File: config.mk
export PLATFORM = sky130hd
export DESIGN_NAME = multicycle_ctrl_flat
export DESIGN_NICKNAME = d
export VERILOG_FILES = /design/src/rtl/multicycle_ctrl_if.sv /design/src/rtl/multicycle_ctrl.sv /design/src/flat_wrapper.sv
export SDC_FILE = /design/constraint.sdc
export NUM_CORES = 1
export LEC_CHECK = 0
export CORE_AREA = 2 2 40 42
export CTS_CLUSTER_DIAMETER = 60
export DETAILED_ROUTE_END_ITERATION = 6
export DIE_AREA = 0 0 42 44
export DONT_BUFFER_PORTS = 1
export SYNTH_ARGS = -nofsm -noshare
export SYNTH_HDL_FRONTEND = slang
export SYNTH_SLANG_ARGS = --single-unit
File: constraint.sdc
create_clock -name clk -period 1.7 [get_ports clk]
set_clock_uncertainty 0.15 [all_clocks]
set_input_delay 0.17 -clock clk [delete_from_list [all_inputs] [get_ports clk]]
set_output_delay 0.17 -clock clk [all_outputs]
set_load 0.01 [all_outputs]
File: src/rtl/multicycle_ctrl_if.sv
// Control bundle between the multi-cycle RV32I control FSM and its datapath.
// Latency: none, this is wiring only.
// Backpressure: none, there are no handshakes on this bundle.
// Ports: instruction fields and the ALU eq flag go into the controller (master).
// All datapath write enables, mux selects, the ALU op, illegal and state come out of it.
interface multicycle_ctrl_if;
  logic [6:0] opcode;
  logic [2:0] funct3;
  logic       funct7b5;
  logic       eq;
  logic       pc_write;
  logic       adr_src;
  logic       ir_write;
  logic       mem_write;
  logic       reg_write;
  logic [1:0] result_src;
  logic [1:0] alu_src_a;
  logic [1:0] alu_src_b;
  logic [2:0] alu_control;
  logic [1:0] imm_src;
  logic       illegal;
  logic [3:0] state;

  // Controller side
  modport master (
    input  opcode, funct3, funct7b5, eq,
    output pc_write, adr_src, ir_write, mem_write, reg_write,
           result_src, alu_src_a, alu_src_b, alu_control, imm_src,
           illegal, state
  );

  // Datapath side
  modport slave (
    output opcode, funct3, funct7b5, eq,
    input  pc_write, adr_src, ir_write, mem_write, reg_write,
           result_src, alu_src_a, alu_src_b, alu_control, imm_src,
           illegal, state
  );
endinterface

File: src/rtl/multicycle_ctrl.sv
// Main control FSM of the multi-cycle RV32I core: sequences shared ALU, unified memory, regfile.
// Latency: 3-5 cycles per instruction (beq/bne 3; sw, R, I, jal 4; lw 5; illegal 2).
// Backpressure: none; memory is assumed to finish every access in one cycle.
// Ports: clk, rst (async, active-high) and a multicycle_ctrl_if.master bundle carrying
// opcode/funct3/funct7b5/eq in and all datapath enables, selects, ALU op, illegal, state out.
module multicycle_ctrl (
  input  logic             clk,
  input  logic             rst,
  multicycle_ctrl_if.master ctrl
);

  typedef enum logic [3:0] {
    S_FETCH    = 4'd0,
    S_DECODE   = 4'd1,
    S_MEMADR   = 4'd2,
    S_MEMREAD  = 4'd3,
    S_MEMWB    = 4'd4,
    S_MEMWRITE = 4'd5,
    S_EXECR    = 4'd6,
    S_EXECI    = 4'd7,
    S_ALUWB    = 4'd8,
    S_BRANCH   = 4'd9,
    S_JAL      = 4'd10
  } state_t;

  localparam logic [6:0] OP_LW   = 7'b0000011;
  localparam logic [6:0] OP_SW   = 7'b0100011;
  localparam logic [6:0] OP_R    = 7'b0110011;
  localparam logic [6:0] OP_I    = 7'b0010011;
  localparam logic [6:0] OP_BR   = 7'b1100011;
  localparam logic [6:0] OP_JAL  = 7'b1101111;

  localparam logic [2:0] ALU_ADD = 3'b000;
  localparam logic [2:0] ALU_SUB = 3'b001;
  localparam logic [2:0] ALU_AND = 3'b010;
  localparam logic [2:0] ALU_OR  = 3'b011;
  localparam logic [2:0] ALU_SLT = 3'b101;

  state_t cur;

  // Instruction-class legality checks used only in DECODE.
  logic alu_f3_ok;
  logic br_f3_ok;
  assign alu_f3_ok = (ctrl.funct3 == 3'b000) || (ctrl.funct3 == 3'b010) ||
                     (ctrl.funct3 == 3'b110) || (ctrl.funct3 == 3'b111);
  assign br_f3_ok  = (ctrl.funct3 == 3'b000) || (ctrl.funct3 == 3'b001);

  // Where DECODE goes; FETCH doubles as the illegal-instruction target.
  state_t decode_next;
  logic   decode_illegal;

  always_comb begin
    decode_next    = S_FETCH;
    decode_illegal = 1'b0;
    case (ctrl.opcode)
      OP_LW, OP_SW: decode_next = S_MEMADR;
      OP_R: begin
        if (alu_f3_ok) decode_next = S_EXECR;
        else           decode_illegal = 1'b1;
      end
      OP_I: begin
        if (alu_f3_ok) decode_next = S_EXECI;
        else           decode_illegal = 1'b1;
      end
      OP_BR: begin
        if (br_f3_ok) decode_next = S_BRANCH;
        else          decode_illegal = 1'b1;
      end
      OP_JAL:  decode_next = S_JAL;
      default: decode_illegal = 1'b1;
    endcase
  end

  // ALU op for EXECR/EXECI. funct7b5 selects sub only for R-type so that
  // an addi whose immediate has bit 10 set is not mistaken for a subtract.
  logic [2:0] exec_alu_op;
  always_comb begin
    exec_alu_op = ALU_ADD;
    case (ctrl.funct3)
      3'b000:  exec_alu_op = (cur == S_EXECR && ctrl.funct7b5) ? ALU_SUB : ALU_ADD;
      3'b010:  exec_alu_op = ALU_SLT;
      3'b110:  exec_alu_op = ALU_OR;
      3'b111:  exec_alu_op = ALU_AND;
      default: exec_alu_op = ALU_ADD;
    endcase
  end

  // State register. Unreachable encodings fall back to FETCH.
  always_ff @(posedge clk or posedge rst) begin
    if (rst) begin
      cur <= S_FETCH;
    end else begin
      case (cur)
        S_FETCH:    cur <= S_DECODE;
        S_DECODE:   cur <= decode_next;
        // sw and lw differ only in opcode bit 5
        S_MEMADR:   cur <= ctrl.opcode[5] ? S_MEMWRITE : S_MEMREAD;
        S_MEMREAD:  cur <= S_MEMWB;
        S_MEMWB:    cur <= S_FETCH;
        S_MEMWRITE: cur <= S_FETCH;
        S_EXECR:    cur <= S_ALUWB;
        S_EXECI:    cur <= S_ALUWB;
        S_ALUWB:    cur <= S_FETCH;
        S_BRANCH:   cur <= S_FETCH;
        S_JAL:      cur <= S_ALUWB;
        default:    cur <= S_FETCH;
      endcase
    end
  end

  // Outputs are decoded from the state register. They are not registered:
  // the branch decision needs eq from the current BRANCH cycle, and the
  // FETCH enables must be live in the very first cycle after reset.
  // rst gates everything to 0 so an interrupted write can never complete.
  always_comb begin
    ctrl.pc_write    = 1'b0;
    ctrl.adr_src     = 1'b0;
    ctrl.ir_write    = 1'b0;
    ctrl.mem_write   = 1'b0;
    ctrl.reg_write   = 1'b0;
    ctrl.result_src  = 2'b00;
    ctrl.alu_src_a   = 2'b00;
    ctrl.alu_src_b   = 2'b00;
    ctrl.alu_control = ALU_ADD;
    ctrl.imm_src     = 2'b00;
    ctrl.illegal     = 1'b0;
    ctrl.state       = cur;

    case (ctrl.opcode)
      OP_SW:   ctrl.imm_src = 2'b01;
      OP_BR:   ctrl.imm_src = 2'b10;
      OP_JAL:  ctrl.imm_src = 2'b11;
      default: ctrl.imm_src = 2'b00;
    endcase

    case (cur)
      S_FETCH: begin
        ctrl.ir_write   = 1'b1;
        ctrl.alu_src_b  = 2'b10;
        ctrl.result_src = 2'b10;
        ctrl.pc_write   = 1'b1;
      end
      S_DECODE: begin
        ctrl.alu_src_a = 2'b01;
        ctrl.alu_src_b = 2'b01;
        ctrl.illegal   = decode_illegal;
      end
      S_MEMADR: begin
        ctrl.alu_src_a = 2'b10;
        ctrl.alu_src_b = 2'b01;
      end
      S_MEMREAD: begin
        ctrl.adr_src = 1'b1;
      end
      S_MEMWB: begin
        ctrl.result_src = 2'b01;
        ctrl.reg_write  = 1'b1;
      end
      S_MEMWRITE: begin
        ctrl.adr_src   = 1'b1;
        ctrl.mem_write = 1'b1;
      end
      S_EXECR: begin
        ctrl.alu_src_a   = 2'b10;
        ctrl.alu_control = exec_alu_op;
      end
      S_EXECI: begin
        ctrl.alu_src_a   = 2'b10;
        ctrl.alu_src_b   = 2'b01;
        ctrl.alu_control = exec_alu_op;
      end
      S_ALUWB: begin
        ctrl.reg_write = 1'b1;
      end
      S_BRANCH: begin
        ctrl.alu_src_a   = 2'b10;
        ctrl.alu_control = ALU_SUB;
        ctrl.pc_write    = (ctrl.funct3 == 3'b000) ? ctrl.eq :
                           (ctrl.funct3 == 3'b001) ? ~ctrl.eq : 1'b0;
      end
      S_JAL: begin
        ctrl.alu_src_a = 2'b01;
        ctrl.alu_src_b = 2'b10;
        ctrl.pc_write  = 1'b1;
      end
      default: begin
      end
    endcase

    if (rst) begin
      ctrl.pc_write    = 1'b0;
      ctrl.adr_src     = 1'b0;
      ctrl.ir_write    = 1'b0;
      ctrl.mem_write   = 1'b0;
      ctrl.reg_write   = 1'b0;
      ctrl.result_src  = 2'b00;
      ctrl.alu_src_a   = 2'b00;
      ctrl.alu_src_b   = 2'b00;
      ctrl.alu_control = 3'b000;
      ctrl.imm_src     = 2'b00;
      ctrl.illegal     = 1'b0;
      ctrl.state       = 4'd0;
    end
  end

endmodule

File: src/flat_wrapper.sv
// flat-port wrapper written by rule: the top's interface ports become plain ports
module multicycle_ctrl_flat 
  (clk, rst, ctrl_opcode, ctrl_funct3, ctrl_funct7b5, ctrl_eq, ctrl_pc_write, ctrl_adr_src, ctrl_ir_write, ctrl_mem_write, ctrl_reg_write, ctrl_result_src, ctrl_alu_src_a, ctrl_alu_src_b, ctrl_alu_control, ctrl_imm_src, ctrl_illegal, ctrl_state);
  multicycle_ctrl_if ctrl_i ();
  input  logic clk;
  input  logic rst;
  input wire logic [$bits(ctrl_i.opcode)-1:0] ctrl_opcode;
  input wire logic [$bits(ctrl_i.funct3)-1:0] ctrl_funct3;
  input wire logic [$bits(ctrl_i.funct7b5)-1:0] ctrl_funct7b5;
  input wire logic [$bits(ctrl_i.eq)-1:0] ctrl_eq;
  output wire logic [$bits(ctrl_i.pc_write)-1:0] ctrl_pc_write;
  output wire logic [$bits(ctrl_i.adr_src)-1:0] ctrl_adr_src;
  output wire logic [$bits(ctrl_i.ir_write)-1:0] ctrl_ir_write;
  output wire logic [$bits(ctrl_i.mem_write)-1:0] ctrl_mem_write;
  output wire logic [$bits(ctrl_i.reg_write)-1:0] ctrl_reg_write;
  output wire logic [$bits(ctrl_i.result_src)-1:0] ctrl_result_src;
  output wire logic [$bits(ctrl_i.alu_src_a)-1:0] ctrl_alu_src_a;
  output wire logic [$bits(ctrl_i.alu_src_b)-1:0] ctrl_alu_src_b;
  output wire logic [$bits(ctrl_i.alu_control)-1:0] ctrl_alu_control;
  output wire logic [$bits(ctrl_i.imm_src)-1:0] ctrl_imm_src;
  output wire logic [$bits(ctrl_i.illegal)-1:0] ctrl_illegal;
  output wire logic [$bits(ctrl_i.state)-1:0] ctrl_state;
  assign ctrl_i.opcode = ctrl_opcode;
  assign ctrl_i.funct3 = ctrl_funct3;
  assign ctrl_i.funct7b5 = ctrl_funct7b5;
  assign ctrl_i.eq = ctrl_eq;
  assign ctrl_pc_write = ctrl_i.pc_write;
  assign ctrl_adr_src = ctrl_i.adr_src;
  assign ctrl_ir_write = ctrl_i.ir_write;
  assign ctrl_mem_write = ctrl_i.mem_write;
  assign ctrl_reg_write = ctrl_i.reg_write;
  assign ctrl_result_src = ctrl_i.result_src;
  assign ctrl_alu_src_a = ctrl_i.alu_src_a;
  assign ctrl_alu_src_b = ctrl_i.alu_src_b;
  assign ctrl_alu_control = ctrl_i.alu_control;
  assign ctrl_imm_src = ctrl_i.imm_src;
  assign ctrl_illegal = ctrl_i.illegal;
  assign ctrl_state = ctrl_i.state;
  multicycle_ctrl u_core (.clk(clk), .rst(rst), .ctrl(ctrl_i));
endmodule
==> flow_summary.yaml <==
sta:
  tightest_slew_ns: 0.413
  setup_violations: 6
  timing.final.crit_period_ns: 1.77
  slew-limit-headroom_pct: 72.3
  max_freq_ghz: 0.563
  rsz0062_at_grt: "yes"
  tns_ns: -0.261
  hold_violations: 0
  drv_slew: 0
  period_share_pct: 104
  timing.final.ws_setup_ns: -0.0750
min_path:
  hp-class: "in -> reg"
  min_from: "ctrl_opcode[4]"
  min_path_cells: 2
  min_to: "u_core.cur[2]"
synthesis:
  synth-edff-count: 0
  yosysMostFrequentCell: "nor2_1"
  yosys.area.top_type: "dfrtp_1"
  yosys.area_share.simple_pct: 47.4
  synthAdderAreaFrac_pct: 0
  ys_async_sr_fraction_pct: 100
  yosys-top-cells-area: "dfrtp_1, nor2_1, nand2b_1, nor2b_1, nor3_1"
  synth_xor_area_share_pct: 4.38
  synthTopCellsByCount: "nor2_1, nand2_1, nor3_1"
  netlist_instances: 89
  netlist.area_leader.share_pct: 16.7
  ys.warnings.count: 0
  synth_compound_area_share_pct: 23.2
  synthFlopType: "dfrtp_1"
  synth_cell_types: 36
  syn_avg_cell_area_um2: 6.73
  synth_seq_area_share_pct: 16.7
  synth_top_family_by_area: "simple AND/OR/NAND/NOR gates"
  synth_fp_nets: 103
  syn_area_um2: 599
  synthMuxAreaShare_pct: 0
  ys_ff_latch: 4
cts:
  clk-insertion-delay-late_ns: 0.23
  cts_made_buffers: 3
  cts_tree: "built"
  h-tree-depth: 1
  clk_path_buf_depth: 2
  root_buffer: "clkbuf_4"
  cts_sinks: 4
  cts.clk_slew.worst_paths_ns: 0.04
place:
  pre_cts_slack_ns: 0.0962
  gp_congestion: 0.787
  dp_hpwl_um: 1210
  dp_cells: 110
  portBuffers: 0
critical_path:
  rr_startpoint: "u_core.cur[1]"
  cp_slowest_cell: "dfrtp_2"
  crit_arrival_ns: 1.45
  cp_cell_sequence: "buf_12, nor2_1, nor2b_1, nor4_1, o21bai_2"
  crit_type: "reg -> out"
  startpoint_type: "register"
  critical_path.max_fanout: 6
  r2r_setup_slack_ns: 0.18
  slowest_delay_ns: 0.43
  reg2regPathDepth: 5
  required_ns: 1.38
  end_kind: "output port"
  cp-startpoint: "u_core.cur[1]"
  reg2reg_to: "u_core.cur[3]"
route:
  drc_errors: 0
  viasPerCell: 5.93
  wl_per_cell_um: 13.9
  drt_iter0_drc: 10
  routed_wl_um: 1670
  firstDrtPassIters: 4
  final_antenna_net_count: 0
  route.vias.total: 711
power:
  power_density_nw_per_um2: 367
  vdd_drop_max_mv: 0.252
  seqPwrFrac_pct: 33.3
  p_comb_share_pct: 28.9
  p_switching_mw: 0.0884
  power_mw: 0.313
  internal_power_mw: 0.224
  p_clk_share_pct: 37.8
  p_leak_nw: 0.307
  switching_share_pct: 28.3
cells_and_area:
  layout.nets: 120
  fin_util_pct: 60.0
  largest_register_ffs: 4
  reg.largest.list: "u_core.cur: 4 flops"
  drive_above_1_share_pct: 37.5
  final-instance-count-excl-fill: 120
  top_register: "u_core.cur"
  syn_to_final_growth_pct: 42.0
  antennaDiodeCount: 0
global_routing:
  grt_pass1_wl_um: 2590
  antenna_found_initial: 0
  grt_pass1_vias: 623
  grt_max_degree: 13
  globalRouteTotalUtil_pct: 17.7
  overflow: 0
status:
  run_status: "finished, violations left"
  violations: "negative setup slack"
floorplanning:
  initial_core_util_pct: 42.2
  die-height_um: 44
  fp-row-count: 14
  dieArea_um2: 1850
  coreArea_um2: 1420
  num_io_pins: 35
  die_x_um: 42
run:
  cap_violations: 0
worst max-delay path, delay by kind of cell (launching register included):
| kind | cells | cell delay (ns) |
|---|---|---|
| DFF | 1 | 0.43 |
| and+or+nand+nor | 3 | 0.44 |
| buffers and inverters | 1 | 0.14 |
| AOI/OAI and AO/OA | 1 | 0.21 |
metrics by stage:
stage / hold slack [ns] / area [µm²]
2_1_floorplan: -0.206 / 604
6_report: 0.0253 / 851
4_1_cts: 0.000534 / 773
5_1_grt: 0.0449 / 851
3_5_place_dp: -0.191 / 676
3_3_place_gp: -0.189 / 676
layout by cell type (no fill, tap or decap), drive strengths merged, types with 2 or more instances in the layout:
cell type	instances
a21oi	5
a211oi	2
xnor2	2
or3	4
nor4	3
nor2	10
nor3	6
nand2b	5
clkbuf	3
buf	16
nand2	8
inv	3
dlygate4sd3	3
nand3	2
or2	2
nor2b	5
dfrtp	4
o21ai	2
o32ai	3
nor3b	2
power by group through the flow:
| stage | Sequential [mW] | Clock, mW | Combinational [mW] |
|---|---|---|---|
| after CTS | 0.104 | 0.118 | 0.0803 |
| after global routing | 0.104 | 0.118 | 0.0998 |
| after detailed placement | 0.104 | 0 | 0.0693 |
| final | 0.104 | 0.118 | 0.0905 |
| after global placement | 0.103 | 0 | 0.0695 |
| after floorplan | 0.101 | 0 | 0.0646 |
final cells by class:
type                       count  area, µm²
fill                         128        568
multi-input combinational     75        523
timing repair buffer          19        170
sequential                     4        104
clock buffer                   3       22.5
tap                           16       20.0
inverter                       3       11.3
cells by family after synthesis:
kind of cell	Yosys count
compound gates	20
xor+xnor	3
buf+inv	10
flops	4
simple gates	52
layer usage:
layer	vias up	routed length (µm)	track usage, %
li1	353	-	-
met1	331	717	20.4
met2	25	865	34.4
met3	2	72	1.25
met4	0	17	5.81
met5	-	0	0
repair_timing:
item | 4_1_cts | 5_1_grt
buffers inserted | 1 | 3
hold buffers | 3 | 0
resized for setup | 11 | 10
endpoints found under the hold margin | 6 | 0
pin swaps | 2 | 3
setup endpoints to repair | 12 | 11
gates cloned | 0 | 0
worst max path at each step:
stage	to	slack, ns	cells after the start
2_1_floorplan	ctrl_alu_src_a[1]	-0.01	4
4_1_cts	ctrl_alu_src_a[1]	-0.08	3
3_3_place_gp	ctrl_ir_write	0.1	4
3_5_place_dp	ctrl_alu_src_a[1]	0.1	3
5_1_grt	ctrl_alu_control[0]	-0.11	5
6_report	ctrl_pc_write	-0.07	5
Power figures use the tool's default switching activity.
